===== src/rtl/usb_uart_pkg.sv =====
// Shared constants for the USB CDC / UART-style byte bridge.
package usb_uart_pkg;

    localparam int BYTE_W        = 8;
    localparam int DEFAULT_DEPTH = 64;

endpackage


===== src/rtl/usb_uart_fifo_bridge_if.sv =====
// Application-side UART-style port plus the CDC endpoint byte streams.
// The master modport is whoever drives the requests (application and endpoint
// engine); the slave modport is the bridge itself.
interface usb_uart_fifo_bridge_if;
    import usb_uart_pkg::*;

    logic              uart_we;
    logic [BYTE_W-1:0] uart_di;
    logic              uart_re;
    logic [BYTE_W-1:0] uart_do;
    logic              uart_wait;

    logic [BYTE_W-1:0] ep_in_data;
    logic              ep_in_valid;
    logic              ep_in_ready;

    logic [BYTE_W-1:0] ep_out_data;
    logic              ep_out_valid;
    logic              ep_out_ready;

    modport master (
        output uart_we, uart_di, uart_re, ep_in_ready, ep_out_data, ep_out_valid,
        input  uart_do, uart_wait, ep_in_data, ep_in_valid, ep_out_ready
    );

    modport slave (
        input  uart_we, uart_di, uart_re, ep_in_ready, ep_out_data, ep_out_valid,
        output uart_do, uart_wait, ep_in_data, ep_in_valid, ep_out_ready
    );

endinterface


===== src/rtl/byte_fifo.sv =====
// Synchronous show-ahead byte FIFO. Push and pop requests are gated
// internally by full/empty as seen at the start of the cycle, so a pop never
// frees space for a push in the same cycle and a push into an empty FIFO is
// only visible at the head one cycle later.
module byte_fifo
    import usb_uart_pkg::*;
#(
    parameter int DEPTH = DEFAULT_DEPTH,
    parameter int CW    = $clog2(DEPTH) + 1
) (
    input  logic              clk_i,
    input  logic              rst_i,
    input  logic              push_i,
    input  logic [BYTE_W-1:0] data_i,
    input  logic              pop_i,
    output logic [BYTE_W-1:0] data_o,
    output logic              full_o,
    output logic              empty_o,
    output logic [CW-1:0]     count_o
);

    localparam int AW = $clog2(DEPTH);

    logic [BYTE_W-1:0] mem_q [DEPTH];
    logic [AW-1:0]     wrPtr_q, wrPtr_d;
    logic [AW-1:0]     rdPtr_q, rdPtr_d;
    logic [CW-1:0]     count_q, count_d;
    logic              doPush, doPop;

    assign full_o  = (count_q == CW'(DEPTH));
    assign empty_o = (count_q == '0);
    assign doPush  = push_i && !full_o;
    assign doPop   = pop_i && !empty_o;
    assign data_o  = mem_q[rdPtr_q];
    assign count_o = count_q;

    // Pointers wrap naturally at DEPTH; count moves only when exactly one side fires.
    always_comb begin
        wrPtr_d = wrPtr_q;
        rdPtr_d = rdPtr_q;
        count_d = count_q;
        if (doPush) wrPtr_d = wrPtr_q + AW'(1);
        if (doPop)  rdPtr_d = rdPtr_q + AW'(1);
        if (doPush && !doPop)      count_d = count_q + CW'(1);
        else if (doPop && !doPush) count_d = count_q - CW'(1);
    end

    // Pointer and occupancy registers; reset discards whatever is stored.
    always_ff @(posedge clk_i or posedge rst_i) begin
        if (rst_i) begin
            wrPtr_q <= '0;
            rdPtr_q <= '0;
            count_q <= '0;
        end else begin
            wrPtr_q <= wrPtr_d;
            rdPtr_q <= rdPtr_d;
            count_q <= count_d;
        end
    end

    // Storage array needs no reset: empty pointers make old contents unreachable.
    always_ff @(posedge clk_i) begin
        if (doPush) mem_q[wrPtr_q] <= data_i;
    end

endmodule


===== src/rtl/usb_uart_fifo_bridge.sv =====
// Byte bridge between the application UART-style port and the USB CDC
// endpoint engine. TX carries application bytes towards the host (IN
// endpoint), RX carries host bytes towards the application (OUT endpoint).
module usb_uart_fifo_bridge
    import usb_uart_pkg::*;
#(
    parameter int DEPTH = DEFAULT_DEPTH,
    parameter int CW    = $clog2(DEPTH) + 1
) (
    input  logic                   clk_48mhz,
    input  logic                   reset,
    usb_uart_fifo_bridge_if.slave  bus,
    output logic [CW-1:0]          tx_count,
    output logic [CW-1:0]          rx_count
);

    logic              txFull, txEmpty;
    logic              rxFull, rxEmpty;
    logic [BYTE_W-1:0] rxHead;
    logic [BYTE_W-1:0] uartDo_q, uartDo_d;

    byte_fifo #(.DEPTH(DEPTH), .CW(CW)) txFifo (
        .clk_i   (clk_48mhz),
        .rst_i   (reset),
        .push_i  (bus.uart_we),
        .data_i  (bus.uart_di),
        .pop_i   (bus.ep_in_ready),
        .data_o  (bus.ep_in_data),
        .full_o  (txFull),
        .empty_o (txEmpty),
        .count_o (tx_count)
    );

    byte_fifo #(.DEPTH(DEPTH), .CW(CW)) rxFifo (
        .clk_i   (clk_48mhz),
        .rst_i   (reset),
        .push_i  (bus.ep_out_valid),
        .data_i  (bus.ep_out_data),
        .pop_i   (bus.uart_re),
        .data_o  (rxHead),
        .full_o  (rxFull),
        .empty_o (rxEmpty),
        .count_o (rx_count)
    );

    assign bus.ep_in_valid  = !txEmpty;
    assign bus.ep_out_ready = !rxFull;
    assign bus.uart_wait    = (bus.uart_we && txFull) || (bus.uart_re && rxEmpty);
    assign bus.uart_do      = uartDo_q;

    // Capture the RX head on an accepted read; otherwise hold the last byte.
    always_comb begin
        uartDo_d = uartDo_q;
        if (bus.uart_re && !rxEmpty) uartDo_d = rxHead;
    end

    // Registered read data, cleared by reset.
    always_ff @(posedge clk_48mhz or posedge reset) begin
        if (reset) uartDo_q <= '0;
        else       uartDo_q <= uartDo_d;
    end

endmodule


===== src/flat_wrapper.sv =====
// flat-port wrapper written by rule: the top's interface ports become plain ports
module usb_uart_fifo_bridge_flat import usb_uart_pkg::*;
#(
    parameter int DEPTH = DEFAULT_DEPTH,
    parameter int CW    = $clog2(DEPTH) + 1
)
  (clk_48mhz, reset, tx_count, rx_count, bus_uart_we, bus_uart_di, bus_uart_re, bus_ep_in_ready, bus_ep_out_data, bus_ep_out_valid, bus_uart_do, bus_uart_wait, bus_ep_in_data, bus_ep_in_valid, bus_ep_out_ready);
  usb_uart_fifo_bridge_if bus_i ();
  input  logic clk_48mhz;
  input  logic reset;
  output logic [CW-1:0] tx_count;
  output logic [CW-1:0] rx_count;
  input wire logic [$bits(bus_i.uart_we)-1:0] bus_uart_we;
  input wire logic [$bits(bus_i.uart_di)-1:0] bus_uart_di;
  input wire logic [$bits(bus_i.uart_re)-1:0] bus_uart_re;
  input wire logic [$bits(bus_i.ep_in_ready)-1:0] bus_ep_in_ready;
  input wire logic [$bits(bus_i.ep_out_data)-1:0] bus_ep_out_data;
  input wire logic [$bits(bus_i.ep_out_valid)-1:0] bus_ep_out_valid;
  output wire logic [$bits(bus_i.uart_do)-1:0] bus_uart_do;
  output wire logic [$bits(bus_i.uart_wait)-1:0] bus_uart_wait;
  output wire logic [$bits(bus_i.ep_in_data)-1:0] bus_ep_in_data;
  output wire logic [$bits(bus_i.ep_in_valid)-1:0] bus_ep_in_valid;
  output wire logic [$bits(bus_i.ep_out_ready)-1:0] bus_ep_out_ready;
  assign bus_i.uart_we = bus_uart_we;
  assign bus_i.uart_di = bus_uart_di;
  assign bus_i.uart_re = bus_uart_re;
  assign bus_i.ep_in_ready = bus_ep_in_ready;
  assign bus_i.ep_out_data = bus_ep_out_data;
  assign bus_i.ep_out_valid = bus_ep_out_valid;
  assign bus_uart_do = bus_i.uart_do;
  assign bus_uart_wait = bus_i.uart_wait;
  assign bus_ep_in_data = bus_i.ep_in_data;
  assign bus_ep_in_valid = bus_i.ep_in_valid;
  assign bus_ep_out_ready = bus_i.ep_out_ready;
  usb_uart_fifo_bridge #(.DEPTH(DEPTH), .CW(CW)) u_core (.clk_48mhz(clk_48mhz), .reset(reset), .bus(bus_i), .tx_count(tx_count), .rx_count(rx_count));
endmodule

===== config.mk =====
export PLATFORM = sky130hd
export DESIGN_NAME = usb_uart_fifo_bridge_flat
export DESIGN_NICKNAME = d
export VERILOG_FILES = /design/src/rtl/usb_uart_pkg.sv /design/src/rtl/usb_uart_fifo_bridge_if.sv /design/src/rtl/byte_fifo.sv /design/src/rtl/usb_uart_fifo_bridge.sv /design/src/flat_wrapper.sv
export SDC_FILE = /design/constraint.sdc
export NUM_CORES = 1
export LEC_CHECK = 0
export BUFFER_PORTS_ARGS = -buffer_cell sky130_fd_sc_hd__buf_2
export CAP_MARGIN = 20
export CORE_MARGIN = 5
export CORE_UTILIZATION = 40
export DETAILED_ROUTE_END_ITERATION = 6
export PLACE_DENSITY = 0.57
export SYNTH_ARGS = -nofsm -noshare
export SYNTH_HDL_FRONTEND = slang
export SYNTH_HIERARCHICAL = 1
export SYNTH_SLANG_ARGS = --single-unit

===== constraint.sdc =====
create_clock -name clk_48mhz -period 2.8 [get_ports clk_48mhz]
set_input_delay 0.28 -clock clk_48mhz [delete_from_list [all_inputs] [get_ports clk_48mhz]]
set_output_delay 0.28 -clock clk_48mhz [all_outputs]
set_load 0.02 [all_outputs]

==> metrics.yaml, run 1 <==
clkPwrFrac: 0.281
grt_max_degree: 65
end_kind: "output pin"
max_freq_mhz: 297
drt-total-wl_um: 101000
drtPass1Iterations: 7
critPathMaxFanout: 6
antenna_cells: 0
synth_warnings: 6
fin_area_um2: 50600
yosysSeqAreaShare: 0.749
die-width_um: 336
synth_top_area_cell: "edfxtp_1"
hold_viol: 0
antenna_found_initial: 1
drtAntennaViolNets: 0
yosysUniqueCellTypes: 68
clockBufferDepth: 3
postLayoutSetupSlackWorst_ns: -0.566
peakVddDrop_uv: 596
critical_path_class: "flip-flop to output pin"
crit_slowest_cell: "mux4_2"
drv_slew: 0
port_buffers: 54
p_leak_nw: 16.9
finalHoldWorstSlack_ns: 0.0496
crit_required_ns: 2.52
die_h_um: 336
rsz0062_at_grt: "yes"
overflow: 0
grt_pass1_vias: 22900
p_int_mw: 34.5
synth-main-ff-cell: "edfxtp_1"
final_layout_size_suffix_gt1_frac: 0.306
min_period_ns: 3.37
wl_per_cell_um: 24.7
most-common-layout-cells: "1024 x edfxtp_1, 275 x buf_4, 255 x nor2_1, 192 x mux4_2, 120 x mux2i_1"
worstSetupStartpointType: "flip-flop"
syn_avg_cell_area_um2: 19.1
synth_fp_nets: 2268
num_vias: 22100
cts_buffers: 110
setup_violations: 8
cp_common_cell: "buf_4"
yosysTopAreaCellShare: 0.722
arrival_ns: 3.09
dpl.hpwl_um: 66600
viasPerCell: 5.43
postSynthCellCount: 2226
grtUsageTotal: 0.178
syn_to_final_growth_pct: 18.8
place_area_um2: 46400
ys_seq_elements: 1070
slowest_delay_ns: 0.52
drc: 1
power_frac_seq: 0.379
start_util: 0.403
syn_area_um2: 42600
tritoncts: "yes"
drt_iter0_markers: 1790
cts_max_level: 3
clk_pin_slew_ns: 0.06
violations: "design-rule violations, negative setup slack"
status: "complete, but fails checks"
power_mw: 50.5
cts_root_buf: "clkbuf_16"
p_sw_mw: 16.1
final_common_cell: "edfxtp_1"
clk_latency_ns: 0.69
rows: 119
gp_congestion: 0.855
synth_area_leaders: "edfxtp_1 72%, mux4_2 10%, mux2i_1 3.0%"
worstPathCellList: "buf_12 > buf_4 > mux4_2 > mux2i_2 > nor2_1 > a2111oi_4 > buf_4 > nor3_2 > buf_2"
skew_ns: 0.0356
swShare: 0.318
core_area_um2: 106000
slew_headroom: 0.285
io_pins: 55
post-route-period-util: 1.20
synth_edf_count: 1024
fin_tns_setup_ns: -4.22
nets: 2631
worstHoldPathType: "input port to flip-flop"
pwr-share-comb: 0.340
powerDensity_nw_per_um2: 999
async_flop_share: 0.0430
grt_pass1_wl_um: 151000
die-area_um2: 113000
worst_slew_pin_slew_ns: 1.07
maxCapViolations: 0
clock-sinks: 1070
[layer usage]
| metal | up-vias | routed length, um | GRT usage |
|---|---|---|---|
| li1 | 9732 | - | - |
| met4 | 2 | 2050 | 0.0437 |
| met1 | 11600 | 44300 | 0.254 |
| met3 | 137 | 5250 | 0.0276 |
| met5 | - | 13 | 0 |
| met2 | 592 | 49100 | 0.293 |
[worst max-delay path, delay by kind of cell, from the launching register on]
family,cells,cell delay [ns]
muxes,2,0.77
buffers and inverters,4,0.66
DFF,1,0.51
and+or+nand+nor,2,0.17
AOI/OAI and AO/OA,1,0.29
[cell type report]
type / count / area, um2
repair buffers: 362 / 2990
fillers: 8757 / 55000
well taps: 1391 / 1740
inverters: 21 / 78.8
clock buffers: 136 / 2940
flip-flops and latches: 1070 / 31900
multi-input cells: 1024 / 10300
clock inverters: 71 / 596
[cell usage after synthesis, types with 13 or more instances]
cell type and n:
edfxtp_1 1024, nor2_1 258, mux4_2 192, mux2i_1 129
nand2_1 64, o22ai_1 63, dfrtp_1 46, buf_2 38
a211o_1 32, mux2_2 30, clkbuf_1 29, nand3_1 25
buf_6 22, a31oi_1 19, nor3_1 19, ha_1 18
inv_1 18, xnor2_1 16, a22oi_1 13, a41oi_1 13
buf_1 13
[stage by stage]
stage	worst slack [ns]	utilization	std cells
2_1_floorplan	0.00774	-	2226
3_3_place_gp	-0.310	0.440	3853
3_5_place_dp	-0.286	0.440	3853
4_1_cts	-0.632	0.477	4071
5_1_grt	-0.680	0.479	4075
6_report	-0.566	0.479	4075
[registers in the layout, summed over array words and instances (netlist names)]
signal	count
u_core/bus.uart_do	8
u_core/rxFifo/count_o	7
u_core/rxFifo/mem_q	512
u_core/rxFifo/rdPtr_q	6
u_core/rxFifo/wrPtr_q	6
u_core/txFifo/count_o	7
u_core/txFifo/mem_q	512
u_core/txFifo/rdPtr_q	6
u_core/txFifo/wrPtr_q	6
[path summary, 6_finish.rpt]
| check | slack [ns] | end | depth (start not counted) | startpoint |
|---|---|---|---|---|
| setup / recovery | -0.57 | bus_ep_in_data[5] | 9 | u_core/txFifo/rdPtr_q[0] |
| min in group asynchronous | 0.12 | u_core/bus.uart_do[4] | 3 | reset |
| setup reg to reg | 0.07 | u_core/bus.uart_do[5] | 9 | u_core/rxFifo/rdPtr_q[0] |
| hold / removal | 0.05 | u_core/rxFifo/mem_q[36][2] | 1 | bus_ep_out_data[2] |
| hold reg to reg | 0.52 | u_core/bus.uart_do[0] | 1 | u_core/bus.uart_do[0] |
| max in group asynchronous | 1.78 | u_core/rxFifo/rdPtr_q[0] | 3 | reset |
[cell families (layout without fill, tap and decap cells)]
logic type,after synthesis,after routing,synth area share
compound gates,199,199,0.0357
xor+xnor,25,25,0.00514
simple gates,417,417,0.0423
buf+inv,132,590,0.0175
mux,363,363,0.144
flops,1070,1070,0.749
fa+ha+maj,20,20,0.00623
[power groups by stage]
stage | clock network (mW) | registers (mW) | logic (mW)
global route | 15.3 | 19.2 | 18.2
floorplan | 0 | 19.3 | 9.96
detailed placement | 0 | 19.4 | 16.1
global placement | 0 | 19.4 | 16.0
finish | 14.2 | 19.2 | 17.2
CTS | 14.6 | 19.1 | 17.0
[what timing repair did]
| action | 4_1_cts | 5_1_grt |
|---|---|---|
| setup buffers | 8 | 4 |
| endpoints found under the setup margin | 10 | 15 |
| gates resized for setup | 65 | 32 |
| endpoints found under the hold margin | 58 | 0 |
| pin swaps | 15 | 13 |
| hold buffers | 4 | 0 |
Note: power is estimated with default switching activity, not from simulation.
==> inputs of run 2 (changes only) <==
Settings changed: SYNTH_HIERARCHICAL 1 to unset.
==> run 2 against run 1 <==
  * The flow finishes with violations (negative setup slack)
  * Worst setup slack worse by 0.12 ns
  * Critical path depth is 1 lower
  * Wire length is 1.3% lower
==> metrics.yaml, run 2 <==
syn_to_final_growth_pct: 19.4  # was 18.8%
power_frac_seq: 0.390  # was 0.379
drtPass1Iterations: 5  # was 7
tritoncts: "yes"  # unchanged
post-route-period-util: 1.24  # was 1.20
nets: 2537  # was 2631
yosysSeqAreaShare: 0.761  # was 0.749
reg2reg_slack_ns: 0.13  # was 0.07 ns
place_area_um2: 45700  # was 46400 um2
ys_seq_elements: 1070  # unchanged
synth_edf_count: 1024  # unchanged
wl_per_cell_um: 25.1  # was 24.7 um
antenna_cells: 0  # unchanged
dp_worst_setup_slack_ns: -0.115  # was -0.286 ns
placed_cells: 3736  # was 3853
syn_area_um2: 41900  # was 42600 um2
core_area_um2: 104000  # was 106000 um2
drt_iter0_markers: 2144  # was 1790
yosys-top-cells-count: "1024 x edfxtp_1, 182 x mux4_2, 169 x nor2_1"  # was 1024 x edfxtp_1, 258 x nor2_1, 192 x mux4_2
drc: 0  # was 1
hold_viol: 0  # unchanged
yosysTopAreaCellShare: 0.734  # was 0.722
die-width_um: 334  # was 336 um
swShare: 0.310  # was 0.318
grt_max_degree: 65  # unchanged
grtUsageTotal: 0.178  # about the same
fill_cells: 8519  # was 8757
pwr-share-comb: 0.322  # was 0.340
final_layout_size_suffix_gt1_frac: 0.301  # was 0.306
cts_root_buf: "clkbuf_16"  # unchanged
holdCritStartpoint: "bus_ep_out_data[5]"  # was bus_ep_out_data[2]
grt_pass1_vias: 22700  # was 22900
final_common_cell: "edfxtp_1"  # unchanged
crit_slowest_cell: "mux4_2"  # unchanged
clockBufferDepth: 3  # unchanged
clkPwrFrac: 0.288  # was 0.281
drv_slew: 0  # unchanged
gp_congestion: 0.820  # was 0.855
crit_required_ns: 2.52  # about the same
synth_warnings: 0  # was 6
grt_pass1_wl_um: 150000  # was 151000 um
synth.most_common_cell: "edfxtp_1"  # unchanged
finalHoldWorstSlack_ns: 0.102  # was 0.0496 ns
postLayoutSetupSlackWorst_ns: -0.683  # was -0.566 ns
port_buffers: 54  # unchanged
drt-total-wl_um: 99400  # was 101000 um
rows: 118  # was 119
worstReg2RegStart: "u_core.rxFifo.count_o[5]"  # was u_core/rxFifo/rdPtr_q[0]
cts_max_level: 3  # unchanged
most-common-layout-cells: "1024 x edfxtp_1, 252 x buf_4, 182 x mux4_2, 164 x nor2_1, 148 x mux2i_1"  # was 1024 x edfxtp_1, 275 x buf_4, 255 x nor2_1, 192 x mux4_2, 120 x mux2i_1
finish.utilization: 0.482  # was 0.479
clk_pin_slew_ns: 0.06  # about the same
cts_buffers: 108  # was 110
whs_path_depth: 2  # was 1
yosysUniqueCellTypes: 49  # was 68
worstPathCellList: "buf_12 > buf_16 > mux4_2 > a22oi_2 > a21oi_2 > buf_4 > or4_4 > buf_6"  # was buf_12 > buf_4 > mux4_2 > mux2i_2 > nor2_1 > a2111oi_4 > buf_4 > nor3_2 > buf_2
p_leak_nw: 16.6  # was 16.9 nW
skew_ns: 0.0273  # was 0.0356 ns
start_util: 0.404  # was 0.403
synth_area_leaders: "edfxtp_1 73%, mux4_2 9.8%, mux2i_1 3.5%"  # was edfxtp_1 72%, mux4_2 10%, mux2i_1 3.0%
peakVddDrop_uv: 603  # was 596 uV
num_vias: 21800  # was 22100
critPathMaxFanout: 11  # was 6
arrival_ns: 3.20  # was 3.09 ns
synth_fp_nets: 2198  # was 2268
io_pins: 55  # unchanged
fin_area_um2: 50000  # was 50600 um2
fin_cells: 3961  # was 4075
rsz0062_at_grt: "yes"  # unchanged
p_int_mw: 34.0  # was 34.5 mW
overflow: 0  # unchanged
powerDensity_nw_per_um2: 984  # was 999 nW/um2
worstRegToRegCells: 11  # was 9
syn_avg_cell_area_um2: 19.4  # was 19.1 um2
power_mw: 49.2  # was 50.5 mW
worstHoldPathType: "input port to flip-flop"  # unchanged
end_kind: "output pin"  # unchanged
p_sw_mw: 15.2  # was 16.1 mW
antenna_found_initial: 2  # was 1
drtAntennaViolNets: 0  # unchanged
min_to: "u_core.rxFifo.mem_q[6][5]"  # was u_core/rxFifo/mem_q[36][2]
setup_violations: 8  # unchanged
postSynthCellCount: 2156  # was 2226
worst_slew_pin_slew_ns: 1.05  # was 1.07 ns
max_freq_mhz: 287  # was 297 MHz
slew_headroom: 0.297  # was 0.285
clk_latency_ns: 0.69  # about the same
viasPerCell: 5.50  # was 5.43
worstSetupStartpointType: "flip-flop"  # unchanged
fin_tns_setup_ns: -5.20  # was -4.22 ns
synth_top_area_cell: "edfxtp_1"  # unchanged
reg2reg_to: "u_core.rxFifo.count_o[6]"  # was u_core/bus.uart_do[5]
violations: "negative setup slack"  # was design-rule violations, negative setup slack
slowest_delay_ns: 0.54  # was 0.52 ns
clock-sinks: 1070  # unchanged
die-area_um2: 111000  # was 113000 um2
die_h_um: 334  # was 336 um
status: "complete, but fails checks"  # unchanged
min_period_ns: 3.48  # was 3.37 ns
async_flop_share: 0.0430  # unchanged
maxCapViolations: 0  # unchanged
dpl.hpwl_um: 63800  # was 66600 um
critical_path_class: "flip-flop to output pin"  # unchanged
synth-main-ff-cell: "edfxtp_1"  # unchanged
run 2: cell count changes after synthesis, sizes merged, moves of 16 or more:
cell / before / now
mux2: 42 / 4
a31oi: 20 / 3
a22oi: 13 / 111
buf: 81 / 65
a211o: 32 / 6
nor2: 258 / 169
nand2: 64 / 37
clkbuf: 30 / 56
a21oi: 6 / 53
mux2i: 129 / 148
o22ai: 63 / 33
run 2: kinds of logic (layout without fill, tap and decap cells):
logic type | Yosys count | after routing | synth area share
multiplexers | 334 | 334 | 0.134
buffers and inverters | 134 | 559 | 0.0151
flip-flops | 1070 | 1070 | 0.761
adder cells (fa/ha/maj) | 20 | 20 | 0.00633
AND/OR/NAND/NOR | 311 | 311 | 0.0346
XOR/XNOR | 28 | 28 | 0.00585
AO/OA/AOI/OAI | 259 | 259 | 0.0424
run 2: worst max-delay path by stage:
stage,startpoint,to,slack [ns],depth (start not counted)
after floorplan,u_core.rxFifo.count_o[0],u_core.rxFifo.count_o[6],-0.02,10
after global placement,u_core.txFifo.rdPtr_q[0],bus_ep_in_data[3],-0.12,6
after detailed placement,u_core.rxFifo.count_o[0],u_core.rxFifo.count_o[6],-0.12,11
after CTS,u_core.txFifo.rdPtr_q[0],bus_ep_in_data[3],-0.73,8
after global routing,u_core.txFifo.rdPtr_q[0],bus_ep_in_data[3],-0.76,8
final,u_core.txFifo.rdPtr_q[0],bus_ep_in_data[3],-0.68,8
run 2: routing by layer:
layer | vias up | global-route usage | share of wire
met3 | 146 | 0.0261 | 0.056
met5 | - | 0 | 0.00013
met2 | 702 | 0.286 | 0.48
met1 | 11400 | 0.257 | 0.44
li1 | 9498 | - | -
met4 | 2 | 0.0484 | 0.024
run 2: power groups by stage:
stage	Sequential (mW)	Combinational [mW]	Clock, mW
2_1_floorplan	19.3	9.05	0
3_3_place_gp	19.5	14.3	0
3_5_place_dp	19.5	14.5	0
4_1_cts	19.2	15.9	14.5
5_1_grt	19.3	16.9	15.2
6_report	19.2	15.9	14.2
run 2: worst max-delay path: cells and delay by family (launching register included):
kind / cells / cell delay (ns)
flops: 1 / 0.43
buf+inv: 4 / 0.65
simple gates: 1 / 0.54
mux: 1 / 0.54
compound gates: 2 / 0.34
run 2: final cells by class:
cell class	count	area, um2	share of cell area
Inverter	13	48.8	0.000976
Sequential cell	1070	31900	0.638
Clock inverter	58	629	0.0126
Timing Repair Buffer	350	3150	0.0629
Clock buffer	138	2860	0.0571
Tap cell	1380	1730	0.0345
Multi-Input combinational cell	952	9690	0.194
run 2: what timing repair did:
action,4_1_cts,5_1_grt
hold endpoints to repair,36,0
endpoints found under the setup margin,12,206
resized for setup,82,11
gates cloned,7,0
buffers inserted,12,9
pin swaps,13,7
hold buffers,3,0
